## src/rtl/sort4_pkg.sv

```systemverilog
// Shared types and constants for the four-element bubble sorter.
package sort4_pkg;

   localparam int N_ELEM   = 4;
   localparam int ELEM_W   = 4;
   localparam int MAX_PASS = 3;

   typedef enum logic [1:0] {
      IDLE = 2'd0,
      CMP  = 2'd1,
      DONE = 2'd2
   } state_t;

   // Element k sits at bits [4k+3:4k], matching the din/dout packing.
   typedef logic [N_ELEM-1:0][ELEM_W-1:0] elems_t;

endpackage

```

## src/rtl/sort4_ctrl_if.sv

```systemverilog
// Request/result bundle between a sort requester (master) and sort4_ctrl (slave).
interface sort4_ctrl_if;
   import sort4_pkg::*;

   logic       start;
   logic       order;
   elems_t     din;
   logic       busy;
   logic       done;
   elems_t     dout;
   logic [2:0] swaps;

   modport master (
      output start, order, din,
      input  busy, done, dout, swaps
   );

   modport slave (
      input  start, order, din,
      output busy, done, dout, swaps
   );

endinterface

```

## src/rtl/cmp4b.sv

```systemverilog
// Unsigned 4-bit magnitude comparator.
module cmp4b (
   input  logic [3:0] x,
   input  logic [3:0] y,
   output logic       eq,
   output logic       lt,
   output logic       gt
);

   assign eq = (x == y);
   assign lt = (x < y);
   assign gt = (x > y);

endmodule

```

## src/rtl/sort4_ctrl.sv

```systemverilog
// Sequential bubble sort of four 4-bit elements, one compare per cycle
// through a single shared comparator; optional early exit on a swap-free pass.
module sort4_ctrl
   import sort4_pkg::*;
#(
   parameter int unsigned EARLY_EXIT = 1
) (
   input logic         clk,
   input logic         rst_b,
   sort4_ctrl_if.slave bus
);

   state_t            state_q;
   elems_t            elem_q;
   elems_t            elem_d;
   elems_t            dout_q;
   logic              order_q;
   logic [1:0]        j_q;
   logic [1:0]        pass_q;
   logic [2:0]        swapCnt_q;
   logic [2:0]        swapCnt_d;
   logic [2:0]        swaps_q;
   logic              passSwap_q;
   logic              passSwap_d;
   logic              busy_q;
   logic              done_q;

   logic [ELEM_W-1:0] opA;
   logic [ELEM_W-1:0] opB;
   logic              cmpEq;
   logic              cmpLt;
   logic              cmpGt;
   logic              doSwap;
   logic              passEnd;
   logic              finish;

   always_comb begin
      opA = elem_q[0];
      opB = elem_q[1];
      case (j_q)
         2'd1: begin
            opA = elem_q[1];
            opB = elem_q[2];
         end
         2'd2: begin
            opA = elem_q[2];
            opB = elem_q[3];
         end
         default: ;
      endcase
   end

   cmp4b uCmp (
      .x  (opA),
      .y  (opB),
      .eq (cmpEq),
      .lt (cmpLt),
      .gt (cmpGt)
   );

   // Equal operands never swap, which keeps the sort stable.
   always_comb begin
      doSwap = (state_q == CMP) && !cmpEq && (order_q ? cmpLt : cmpGt);
      elem_d = elem_q;
      if (doSwap) begin
         elem_d[j_q]        = opB;
         elem_d[j_q + 2'd1] = opA;
      end
      swapCnt_d  = swapCnt_q + {2'b00, doSwap};
      passSwap_d = passSwap_q | doSwap;
      passEnd    = (j_q == 2'd2);
      finish     = passEnd &&
                   ((pass_q == 2'(MAX_PASS - 1)) || ((EARLY_EXIT != 0) && !passSwap_d));
   end

   always_ff @(posedge clk or negedge rst_b) begin
      if (!rst_b) begin
         state_q    <= IDLE;
         elem_q     <= '0;
         dout_q     <= '0;
         order_q    <= 1'b0;
         j_q        <= 2'd0;
         pass_q     <= 2'd0;
         swapCnt_q  <= 3'd0;
         swaps_q    <= 3'd0;
         passSwap_q <= 1'b0;
         busy_q     <= 1'b0;
         done_q     <= 1'b0;
      end else begin
         case (state_q)
            IDLE: begin
               if (bus.start) begin
                  elem_q     <= bus.din;
                  order_q    <= bus.order;
                  j_q        <= 2'd0;
                  pass_q     <= 2'd0;
                  swapCnt_q  <= 3'd0;
                  passSwap_q <= 1'b0;
                  busy_q     <= 1'b1;
                  state_q    <= CMP;
               end
            end
            CMP: begin
               elem_q    <= elem_d;
               swapCnt_q <= swapCnt_d;
               if (!passEnd) begin
                  j_q        <= j_q + 2'd1;
                  passSwap_q <= passSwap_d;
               end else if (finish) begin
                  // Result is taken from the next-state values so a swap on this edge is included.
                  passSwap_q <= passSwap_d;
                  dout_q     <= elem_d;
                  swaps_q    <= swapCnt_d;
                  done_q     <= 1'b1;
                  state_q    <= DONE;
               end else begin
                  pass_q     <= pass_q + 2'd1;
                  j_q        <= 2'd0;
                  passSwap_q <= 1'b0;
               end
            end
            DONE: begin
               done_q  <= 1'b0;
               busy_q  <= 1'b0;
               state_q <= IDLE;
            end
            default: state_q <= IDLE;
         endcase
      end
   end

   assign bus.busy  = busy_q;
   assign bus.done  = done_q;
   assign bus.dout  = dout_q;
   assign bus.swaps = swaps_q;

endmodule
```

## src/flat_wrapper.sv

```systemverilog
// flat-port wrapper written by rule: the top's interface ports become plain ports
module sort4_ctrl_flat import sort4_pkg::*;
#(
   parameter int unsigned EARLY_EXIT = 1
)
  (clk, rst_b, bus_start, bus_order, bus_din, bus_busy, bus_done, bus_dout, bus_swaps);
  sort4_ctrl_if bus_i ();
  input logic clk;
  input logic rst_b;
  input wire logic [$bits(bus_i.start)-1:0] bus_start;
  input wire logic [$bits(bus_i.order)-1:0] bus_order;
  input wire logic [$bits(bus_i.din)-1:0] bus_din;
  output wire logic [$bits(bus_i.busy)-1:0] bus_busy;
  output wire logic [$bits(bus_i.done)-1:0] bus_done;
  output wire logic [$bits(bus_i.dout)-1:0] bus_dout;
  output wire logic [$bits(bus_i.swaps)-1:0] bus_swaps;
  assign bus_i.start = bus_start;
  assign bus_i.order = bus_order;
  assign bus_i.din = bus_din;
  assign bus_busy = bus_i.busy;
  assign bus_done = bus_i.done;
  assign bus_dout = bus_i.dout;
  assign bus_swaps = bus_i.swaps;
  sort4_ctrl #(.EARLY_EXIT(EARLY_EXIT)) u_core (.clk(clk), .rst_b(rst_b), .bus(bus_i));
endmodule
```

## config.mk

```make
export PLATFORM = sky130hd
export DESIGN_NAME = sort4_ctrl_flat
export DESIGN_NICKNAME = d
export VERILOG_FILES = /design/src/rtl/sort4_pkg.sv /design/src/rtl/sort4_ctrl_if.sv /design/src/rtl/cmp4b.sv /design/src/rtl/sort4_ctrl.sv /design/src/flat_wrapper.sv
export SDC_FILE = /design/constraint.sdc
export NUM_CORES = 1
export LEC_CHECK = 0
export CAP_MARGIN = 0
export CORE_MARGIN = 2
export CORE_UTILIZATION = 38
export CTS_CLUSTER_SIZE = 24
export DETAILED_ROUTE_END_ITERATION = 16
export PLACE_DENSITY = 0.68
export SLEW_MARGIN = 20
export SYNTH_ARGS = -nofsm -noshare
export SYNTH_HDL_FRONTEND = slang
export SYNTH_SLANG_ARGS = --single-unit
```

## constraint.sdc

```tcl
create_clock -name clk -period 11.05 [get_ports clk]
set_input_delay 1.105 -clock clk [delete_from_list [all_inputs] [get_ports clk]]
set_output_delay 1.105 -clock clk [all_outputs]
set_load 0.01 [all_outputs]
```

**After elaboration in Yosys (flattened, before gate mapping)**

Index checks and enable logic that the tools add are counted.

- Add/subtract/negate cells: 3
- Multiply operators: 0
- Div/mod/pow operators: 0
- $lt $le $gt $ge: 6
- Equality and inequality tests: 11
- Shifts and indexed selects: 0
- Mux-type cells: 34
- Bitwise operators: 1
- Reduce and logical (&&, ||, !) cells: 20

Operators by type and width:

| kind | number |
|---|---|
| $bwmux 16 | 2 |
| $mux 16 | 2 |
| $pmux 16 s2 | 1 |
| $demux 4 s2 | 2 |
| $mux 2 | 8 |
| $pmux 4 s2 | 2 |
| $pmux 2 s2 | 3 |
| $reduce_and 3->1 | 4 |
| $mux 4 | 2 |
| $mux 1 | 7 |
| $eq 2x2->1 const B | 3 |
| $lt 2x3->1 const B | 2 |
| $pmux 1 s2 | 3 |
| $pmux 3 s2 | 1 |
| $reduce_and 2->1 | 3 |
| $reduce_bool 2->1 | 3 |
| $logic_and 1x1->1 | 5 |
| $add 2x1->2 const B | 2 |
| $eq 2x1->1 const B | 2 |
| $eq 4x4->1 | 1 |
| $ge 2x1->1 const B | 2 |
| $gt 4x4->1 | 1 |
| $lt 4x4->1 | 1 |
| $ne 2x1->1 const B | 2 |
| 9 further kinds | 11 |

- Flip-flop bits (word level): 48
- Latch bits: 0
- Bits in writable memories: 0
- ROM bits: 0
- Input port bits: 20
- Output and inout bits: 21
- Word-level logic and storage cells: 92
- Memories: 0

**Longest topological paths before layout**

- Depth in word-level cells: 13
- Mapped depth: 19
- Mapped depth without buffers: 17

**Modules after synthesis**

From an unflattened synthesis, not the netlist that was laid out.

- Cells, all modules: 297
- Area, all modules: 2785.2 µm²

Modules (own cells, without submodules):

| module | instances | cells each | area each (µm²) | seq. area each (µm²) |
|---|---|---|---|---|
| sort4_ctrl | 1 | 281 | 2656.3 | 1201.2 |
| cmp4b | 1 | 16 | 128.9 | 0.0 |

**Worst setup path before layout**

OpenSTA, ideal clock, no wires.

- Kind: register to register
- From: register u_core.j_q[1]
- To: register u_core.swaps_q[1] (netlist: u_core.bus.swaps[1])
- Setup time: 127 ps
- Arrival time: 3561 ps
- Required time: 10923 ps
- Path slack: 7361 ps
- Stages on the path, launching flop included: 17
- Buffers on the path: 2
- Clock period less this slack: 3689 ps
- Cells stage by stage: dfrtp_1 -> inv_1 -> ha_1 -> clkbuf_1 -> nor2_1 -> a21o_1 -> inv_1 -> ha_1 -> nor2b_1 -> o211a_1 -> or3_4 -> and2_4 -> buf_2 -> inv_1 -> ha_1 -> ha_1 -> mux2_1

- Elaborated cells on any way between the ends: 17
- Classes of those cells: add/sub (1); order compare (2); eq/ne (3); mux (3); bitwise (1); reduce/logical (7)

RTL lines:

| item | RTL line | text |
|---|---|---|
| from (decl) | sort4_ctrl.sv:18 | `logic [1:0] j_q;` |
| from (signal assigned) | sort4_ctrl.sv:107 | `j_q <= j_q + 2'd1;` |
| branches (longest 5 deep; another with $gt 4x4->1) | n/a |  |
| $logic_and 1x1->1 (*) | sort4_ctrl.sv:63 | `doSwap = (state_q == CMP) && !cmpEq && (order_q ? cmpLt : cmpGt);` |
| $add 3x1->3 (*) | sort4_ctrl.sv:69 | `swapCnt_d = swapCnt_q + {2'b00, doSwap};` |
| via u_core.swapCnt_d[1] | sort4_ctrl.sv:21 | `logic [2:0] swapCnt_d;` |
| to (signal assigned) | sort4_ctrl.sv:113 | `swaps_q <= swapCnt_d;` |
| to (decl) | sort4_ctrl.sv:22 | `logic [2:0] swaps_q;` |

Mark *: on every way through the listed nets, which the timed path passes.
A chain may end at the register's enable or synchronous reset.

**Final worst setup path**

Same ends and word-level chain as after synthesis.

==> metrics <==
Routed WL per cell between 15 and 20 µm; FF+latch area 0.00120 mm²; top_reg_cell synth dfrtp_1; Hold Crit Class reg -> reg; WP data required 11.26 ns; Synth Warn # 0; sequential-to-total area share from yosys stat 0.410; drt total wl 7660 µm; final hold slack slightly below 0.5 ns; max-slew violations 0; Clock transition at path regs 0.10 ns; Rel. slew slack 0.495; Layout Nets 364; IO buf count 40; clk buf depth 2; crit path launch type flip-flop; CTS Buf Count 5; die width about 92 µm; CP delay by family, top adder cells; Yosys reg bits 48; Antenna Cells 0; fmax 0.248 GHz; Crit path largest cell delay 0.63 ns; Worst path most repeated cell ha_1; CP Capture Type flip-flop; Buf/Inv on CP 2; most common cell after layout, fill and taps aside dfrtp_1; CORE AREA 0.00761 mm²; Place WS approximately 7.1 ns; Post-CTS Hold Buffers 0; most frequent cells in the layout dfrtp_1 (48), clkdlybuf4s50_1 (39), a21oi_1 (29); outcome finished, final reports clean; min cycle time layout 4.04 ns; Initial Utilization 0.386; worst setup margin between 7 and 8 ns; drt initial violations 232; RSZ-0062 raised after global routing no; CTS root buf clkbuf_8; Synth async-reset ratio 1.00; Via Count 2486; Mapped Area 0.00293 mm²; # IOs 41; Layout area overhead 19.6%; post-CTS setup buffer count 0; Slew @ Worst Pin 0.753 ns; die height 91.9 µm; first-pass GRT wire length 13000 µm; maximum capacitance violations 0; clock skew 0.00717 ns; 1st-pass router iterations 5; Layout fillers 726; share of cells above drive strength 1 0.0970; slowest CP cell ha_1; all-layer global routing usage 0.192; Post-synth EDFFs 0; HPWL after detailed placement 5450 µm; initial antenna violation count 0; Via density ~5.8; CP Data Arrival Time 4.24 ns; Final Cycle Share 0.365; row cnt 32; CTS sink count 48; post-CTS resize count 0; CTS tree done; vias in the first global route between 2000 and 2500; final setup fails 0; H-tree level count 2; Setup Crit Path Kind reg -> reg; Syn Nets 332; TNS Setup 0 ns; placer congestion estimate 0.937; Syn Inst Count 297; Clk Latency, worst-skew pair 0.31 ns; critical path peak fanout 20; Syn Area/Cell 9.87 µm²; die footprint 0.00844 mm²; worst-path cell chain inv_1, ha_1, mux2i_1, ha_1, a21oi_1, a211o_1, and2_4, inv_1, ha_1, ha_1, mux2_1; Remaining DRCs 0; multi-input gate area in the final layout between 0.0015 and 0.002 mm²; post-route ant nets 0; Hold Vio Cnt, Final 0; largest net degree at the start of global routing just under 50; gr ovfl total 0; Cell variety after synth 57
==> cell families after synthesis <==
logic type,Yosys count,synth area share
simple gates,65,0.120
xor+xnor,1,0.00299
buf+inv,31,0.0452
mux,20,0.0734
compound gates,117,0.285
flops,48,0.410
fa+ha+maj,15,0.0640
==> worst paths after layout <==
check | startpoint | to | slack (ns) | cells after the start
setup reg to reg | u_core.j_q[1] | u_core.bus.swaps[1] | 7.01 | 11
max in group asynchronous | rst_b | u_core.j_q[0] | 9.85 | 1
hold reg to reg | u_core.pass_q[0] | u_core.pass_q[0] | 0.48 | 1
min in group asynchronous | rst_b | u_core.bus.dout[4] | 0.78 | 1
hold / removal | u_core.pass_q[0] | u_core.pass_q[0] | 0.48 | 1
setup / recovery | u_core.j_q[1] | u_core.bus.swaps[1] | 7.01 | 11
==> synth_stat cells (all sizes together), types with 2 or more instances <==
cell type | instances | area [µm²]
o21ai | 10 | 50.1
mux2i | 11 | 110
or3 | 2 | 17.5
o22a | 11 | 96.3
a2bb2oi | 7 | 61.3
o2bb2ai | 2 | 17.5
o21a | 5 | 37.5
a21boi | 2 | 15.0
nand2 | 17 | 71.3
mux2 | 9 | 105
nand3 | 4 | 20.0
nand2b | 4 | 25.0
dfrtp | 48 | 1200
a211oi | 2 | 20.0
buf | 7 | 41.3
o22ai | 12 | 75.1
inv | 14 | 52.6
a21o | 4 | 30.0
a22o | 5 | 43.8
or4 | 2 | 15.0
a22oi | 15 | 113
clkbuf | 10 | 38.8
a2111o | 2 | 22.5
ha | 15 | 188
nor2b | 2 | 12.5
a21oi | 31 | 163
nor2 | 24 | 90.1
==> state kept, by name, indices dropped and copies added (netlist names) <==
signal and flops:
u_core.j_q 2, u_core.pass_q 2, u_core.passSwap_q 1, u_core.bus.busy 1, u_core.swapCnt_q 3, u_core.bus.swaps 3, u_core.state_q 2, u_core.order_q 1
u_core.elem_q 16, u_core.bus.done 1, u_core.bus.dout 16
==> per-layer routing <==
| layer | track usage | part of all wire | vias up |
|---|---|---|---|
| met3 | 0.0337 | 0.061 | 7 |
| met5 | 0 | 0 | - |
| met4 | 0.0373 | 0.0094 | 0 |
| met2 | 0.297 | 0.46 | 91 |
| li1 | - | - | 1184 |
| met1 | 0.284 | 0.47 | 1204 |
==> layout make-up <==
cell class              instances  area share
well taps                     102      0.0364
clock buffers                   5      0.0196
clock inverters                 3      0.0132
multi-input cells             218       0.456
flip-flops and latches         48       0.342
inverters                      14      0.0150
repair buffers                 42       0.118
==> stage by stage <==
stage           util  instances  area (µm²)
3_3_place_gp   0.446        424        3390
5_1_grt        0.461        432        3510
6_report       0.461        432        3510
3_5_place_dp   0.446        424        3390
4_1_cts        0.461        432        3510
2_1_floorplan      -        297        2930
Power is not shown: default switching activity piles up to over one toggle a cycle in this logic, so the estimate is an artifact.
==> patch 1, RTL diff (same flow settings) <==
The package constant `N_ELEM` goes from 4 to 5.
--- a/src/rtl/sort4_pkg.sv
+++ b/src/rtl/sort4_pkg.sv
@@ -3,3 +3,3 @@
 
-   localparam int N_ELEM   = 4;
+   localparam int N_ELEM   = 5;
    localparam int ELEM_W   = 4;
Ports: changed (resized bus_din and bus_dout); port bits go from 41 to 49. The function was not compared with the original's and may differ.
==> patch 1 against the original RTL <==
Largest cell class unchanged. Wire length decreased by 5.8%. Critical path type unchanged. Design area increased by 7.7%. Critical endpoint is now u_core.bus.swaps[2]. Sequential cell count increased by 8. Area after synthesis increased by 6.7%. Cell count decreased by 2.5%. Setup slack got worse by 0.43 ns. Via count decreased by 6.5%. Sequential share of layout area increased by 2.8 points.
Power is left out: the tool's default activity adds up to more than one toggle a clock period on the data nets, which glitch-free logic cannot reach.
==> patch 1: results (changes against the original RTL) <==
Clock network
  • Clk Latency, worst-skew pair: 0.31 ns (about the same)
  • Bufs on Longest Clock Path: 2 (unchanged)
  • TritonCTS Buffers: 5 (unchanged)
  • Clk root buf: clkbuf_8
  • Post CTS Setup Buffer Count: 0 (unchanged)
  • CTS resizes: 0 (unchanged)
  • # H-tree levels: 2 (unchanged)
  • Worst-path clk slew: 0.09 ns

Detailed routing
  • Initial DRT Pass Iterations: 4 (-1)
  • Post-Route WL: 7.221 mm (-5.8%)
  • 1st-iter DRT viols: 175 (-25%)
  • DR vias: 2324 (-6.5%)

Worst setup path
  • R2R depth: 14 (+3)
  • CP Max Fanout: 17 (-15%)
  • Worst Path Arrival: 4.67 ns (+0.43 ns)

Global route
  • Initial antenna violation count: 0 (unchanged)
  • Vias in the first global route: 2342 (-5.7%)
  • All-layer global routing usage: 17.62% (-1.6 points)
  • First-pass GRT wire length: 12.28 mm (-5.2%)
  • Pin count of the biggest net entering global routing: 57 (+16%)

Cells and area
  • Antenna cells: 0 (unchanged)
  • Fill count: 773 (+6.5%)
  • Share of post-route cells with drive strength above 1: 13.92% (+4.2 points)
  • # nets final: 355 (-2.5%)

Placed design
  • Final HPWL DP: 5.076 mm (-6.9%)
  • Port Buf Inserts: 48 (+20%)
  • Final GP Congestion: 0.9614 (+2.6%)

Logic synthesis
  • Main area contributors after synthesis: dfrtp_1 (45%), mux2_4 (6.7%), a22oi_1 (6.2%)
  • Async set or reset register ratio after synthesis: 100.0% (unchanged)
  • Post-synth net total: 309 (-6.9%)
  • Sequential fraction of the synthesis area: 44.78% (+3.8 points)
  • Yosys warns: 0 (unchanged)
  • Yosys cell types: 37 (-35%)
  • Synth top cells by count: dfrtp_1 (56), a22oi_1 (26), inv_1 (17)

Timing
  • Final Hold Viols: 0 (unchanged)
  • Clock Skew: 0.004125 ns (-0.003043 ns)
  • Tightest Pin Transition: 0.7757 ns (+0.02276 ns)

Worst hold path
  • Hold depth: 1 (unchanged)
  • Hold Path Class: flip-flop to flip-flop

Outcome
  • Status: finished, final reports clean
-- patch 1: changes by cell type after synthesis, moves of 6 or more --
| cell | change |
|---|---|
| a21o_1 | +8 |
| a21oi_1 | -25 |
| a22o_1 | +7 |
| a22oi_1 | +11 |
| a2bb2oi_1 | -7 |
| dfrtp_1 | +8 |
| mux2_4 | +13 |
| nand2_1 | -6 |
| nor2_1 | -17 |
| nor2b_1 | +6 |
| o22ai_1 | -7 |
-- patch 1: cell type report --
type,count,share of cell area [%]
clock inverter,1,0.1324
clock buffer,6,1.920
multi-input combinational,183,41.61
timing repair buffer,53,14.10
tap,105,3.476
sequential,56,37.07
inverter,17,1.688
-- patch 1: logic make-up after synthesis --
family	Yosys count	share of synthesized area, %
mux	33	13.23
fa+ha+maj	15	5.998
compound gates	99	24.47
simple gates	35	6.278
xor+xnor	1	0.2799
buf+inv	31	4.958
flops	56	44.78
-- patch 1: worst paths after layout --
path | from | to | slack (ns)
min in group asynchronous | rst_b | u_core.bus.done | 0.93
min reg2reg | u_core.elem_q[18] | u_core.bus.dout[18] | 0.51
min | u_core.elem_q[18] | u_core.bus.dout[18] | 0.51
max in group asynchronous | rst_b | u_core.elem_q[18] | 9.65
max | u_core.j_q[0] | u_core.bus.swaps[2] | 6.59
max reg2reg | u_core.j_q[0] | u_core.bus.swaps[2] | 6.59
-- patch 1: metal layers --
metal / track usage, % / wire length, um
met1: 24.97 / 3412
met2: 28.37 / 3433
met3: 2.394 / 293
met4: 4.710 / 82
met5: 0 / 0
-- patch 1: critical path: stages, from the launching register on --
cell       delay (ns)
dfrtp_1          0.46
inv_1            0.14
ha_1             0.49
o21ai_0          0.59
inv_1            0.10
ha_1             0.33
nor2b_1          0.14
o211ai_1         0.31
a2111oi_4        0.19
nor2_2           0.60
inv_1            0.11
ha_1             0.23
ha_1             0.23
xor2_1           0.17
mux2_4           0.26
-- patch 1: per-stage QoR --
step / hold slack (ns) / cells / utilization, % / setup WS (ns) / area (sq um)
finish: 0.5104 / 421 / 46.71 / 6.588 / 3780
detailed placement: 0.4886 / 413 / 45.41 / 6.588 / 3675
global route: 0.5324 / 421 / 46.71 / 6.265 / 3780
floorplan: 0.4620 / 270 / - / 7.236 / 3129
CTS: 0.5191 / 420 / 46.37 / 6.540 / 3752
global placement: 0.4848 / 413 / 45.41 / 6.687 / 3675
==> patch 2, RTL diff (same flow settings) <==
Made on the original files. Reset style: synchronous (`rst_b`), changed in one clocked block.
--- a/src/rtl/sort4_ctrl.sv
+++ b/src/rtl/sort4_ctrl.sv
@@ -75,3 +75,3 @@
 
-   always_ff @(posedge clk or negedge rst_b) begin
+   always_ff @(posedge clk) begin
       if (!rst_b) begin
Check against the original RTL: differs if rst_b is asserted again (counterexample within 4 cycles, from zero or initial values and one cycle with rst_b low); with rst_b held inactive, the same outputs for 10 cycles.
==> patch 2 against the original RTL <==
Area after synthesis fell by 11%. Global-route usage fell by 0.83 points. Wire length fell by 9.1%. Sequential cell count did not move. Die area fell by 10%. Hold slack got worse by 0.033 ns. Critical path depth rose by 3. Setup slack got worse by 0.26 ns. Clock skew barely moved. Design area fell by 11%.
Power is left out: it rests on default switching activity, and per cell area and clock period it moved more than threefold.
==> patch 2: results (changes against the original RTL) <==
Clock network
  • Bufs on Longest Clock Path: 2 (unchanged)
  • TritonCTS Buffers: 5 (unchanged)
  • Clk Latency, worst-skew pair: 0.30 ns
  • Worst-path clk slew: 0.09 ns
  • CTS resizes: 0 (unchanged)
  • Clk root buf: clkbuf_8
  • # H-tree levels: 2 (unchanged)
  • Post CTS Setup Buffer Count: 0 (unchanged)

Global route
  • First-pass GRT wire length: 11.16 mm (-14%)
  • Initial antenna violation count: 0 (unchanged)
  • All-layer global routing usage: 18.37% (-0.83 points)
  • Vias in the first global route: 2232 (-10%)
  • Pin count of the biggest net entering global routing: 38 (-22%)

Worst hold path
  • Hold Path Class: flip-flop to flip-flop
  • Hold depth: 2 (+1)
  • Hold wc startpoint: u_core.bus.busy

Timing
  • Tightest Pin Transition: 0.7498 ns (-0.003089 ns)
  • Final number of setup-violating endpoints: 0 (unchanged)
  • Clock Skew: 0.007489 ns (+0.0003207 ns)

Outcome
  • Status: finished, final reports clean

Logic synthesis
  • Main area contributors after synthesis: dfxtp_1 (37%), a22oi_1 (9.2%), ha_1 (7.2%)
  • Post-synth net total: 362 (+9.0%)
  • Synth top cells by count: dfxtp_1 (48), o21ai_0 (35), a22oi_1 (32)
  • Async set or reset register ratio after synthesis: 0% (-100 points)
  • Sequential fraction of the synthesis area: 36.69% (-4.3 points)
  • Yosys warns: 0 (unchanged)
  • Yosys cell types: 39 (-32%)

Placed design
  • Final HPWL DP: 5.038 mm (-7.6%)
  • Port Buf Inserts: 40 (unchanged)
  • Final GP Congestion: 0.9267 (-1.1%)

Worst setup path
  • R2R depth: 14 (+3)
  • Slowest stage cell, crit path: a2111o_1
  • CP Max Fanout: 23 (+15%)
  • Peak per-stage delay on the critical path: 0.66 ns (+0.03 ns)
  • Worst Path Arrival: 4.53 ns (+0.29 ns)
  • WS Path Type: flip-flop to flip-flop
  • Reg-to-Reg Start: u_core.j_q[0]
  • CP delay by family, top: compound AO/OA/AOI/OAI gates

Floorplanning
  • Die Area: 0.007572 sq mm (-10%)

Detailed routing
  • Routed vias/inst: 5.790 (+0.61%)
  • 1st-iter DRT viols: 196 (-16%)
  • Post-Route WL: 6.968 mm (-9.1%)
  • Initial DRT Pass Iterations: 4 (-1)

Cells and area
  • Share of post-route cells with drive strength above 1: 3.683% (-6.0 points)
  • # nets final: 387 (+6.3%)
-- patch 2: changes by cell type after synthesis, sizes merged, moves of 7 or more --
cell     before  now
a31oi         1    9
a2bb2oi       7    0
o22ai        12   22
dfxtp         0   48
o22a         11    0
mux2          9    2
mux2i        11    2
o21ai        10   37
a22oi        15   32
dfrtp        48    0
clkbuf       10   19
-- patch 2: kinds of logic after synthesis --
family,share of synthesized area (%)
flip-flops,36.69
AND/OR/NAND/NOR,13.95
AO/OA/AOI/OAI,34.45
adder cells (fa/ha/maj),7.167
buffers and inverters,5.781
XOR/XNOR,0.3345
multiplexers,1.624
-- patch 2: per-stage QoR --
stage                     hold slack (ns)  instances  area, sq um  utilization [%]  worst slack [ns]
after floorplan                    0.4625        327         2619                -             7.595
after global placement             0.4305        425         3032            45.12             7.009
after detailed placement           0.4309        425         3032            45.12             6.858
after CTS                          0.4442        433         3139            46.72             6.823
after global routing               0.4697        433         3139            46.72             6.355
final                              0.4472        433         3139            46.72             6.749
-- patch 2: final cells by class --
type                    count  area [sq um]
well taps                  80         100.1
inverters                  13         48.80
repair buffers             42         415.4
flip-flops and latches     48         960.9
multi-input cells         242          1506
clock inverters             2         35.03
fillers                   637          3580
clock buffers               6         72.57
-- patch 2: layer usage --
metal  track usage [%]  vias to the layer above  share of wire (%)
met1             27.69                     1168                 49
met4             5.682                        0                1.8
met3             2.559                       10                5.6
met2             26.93                       68                 43
met5                 0                        -                  0
li1                  -                     1261                  -
-- patch 2: worst paths after layout --
check                         to  slack, ns
max reg2reg  u_core.swapCnt_q[2]       6.75
max          u_core.swapCnt_q[2]       6.75
min reg2reg      u_core.bus.busy       0.45
min              u_core.bus.busy       0.45
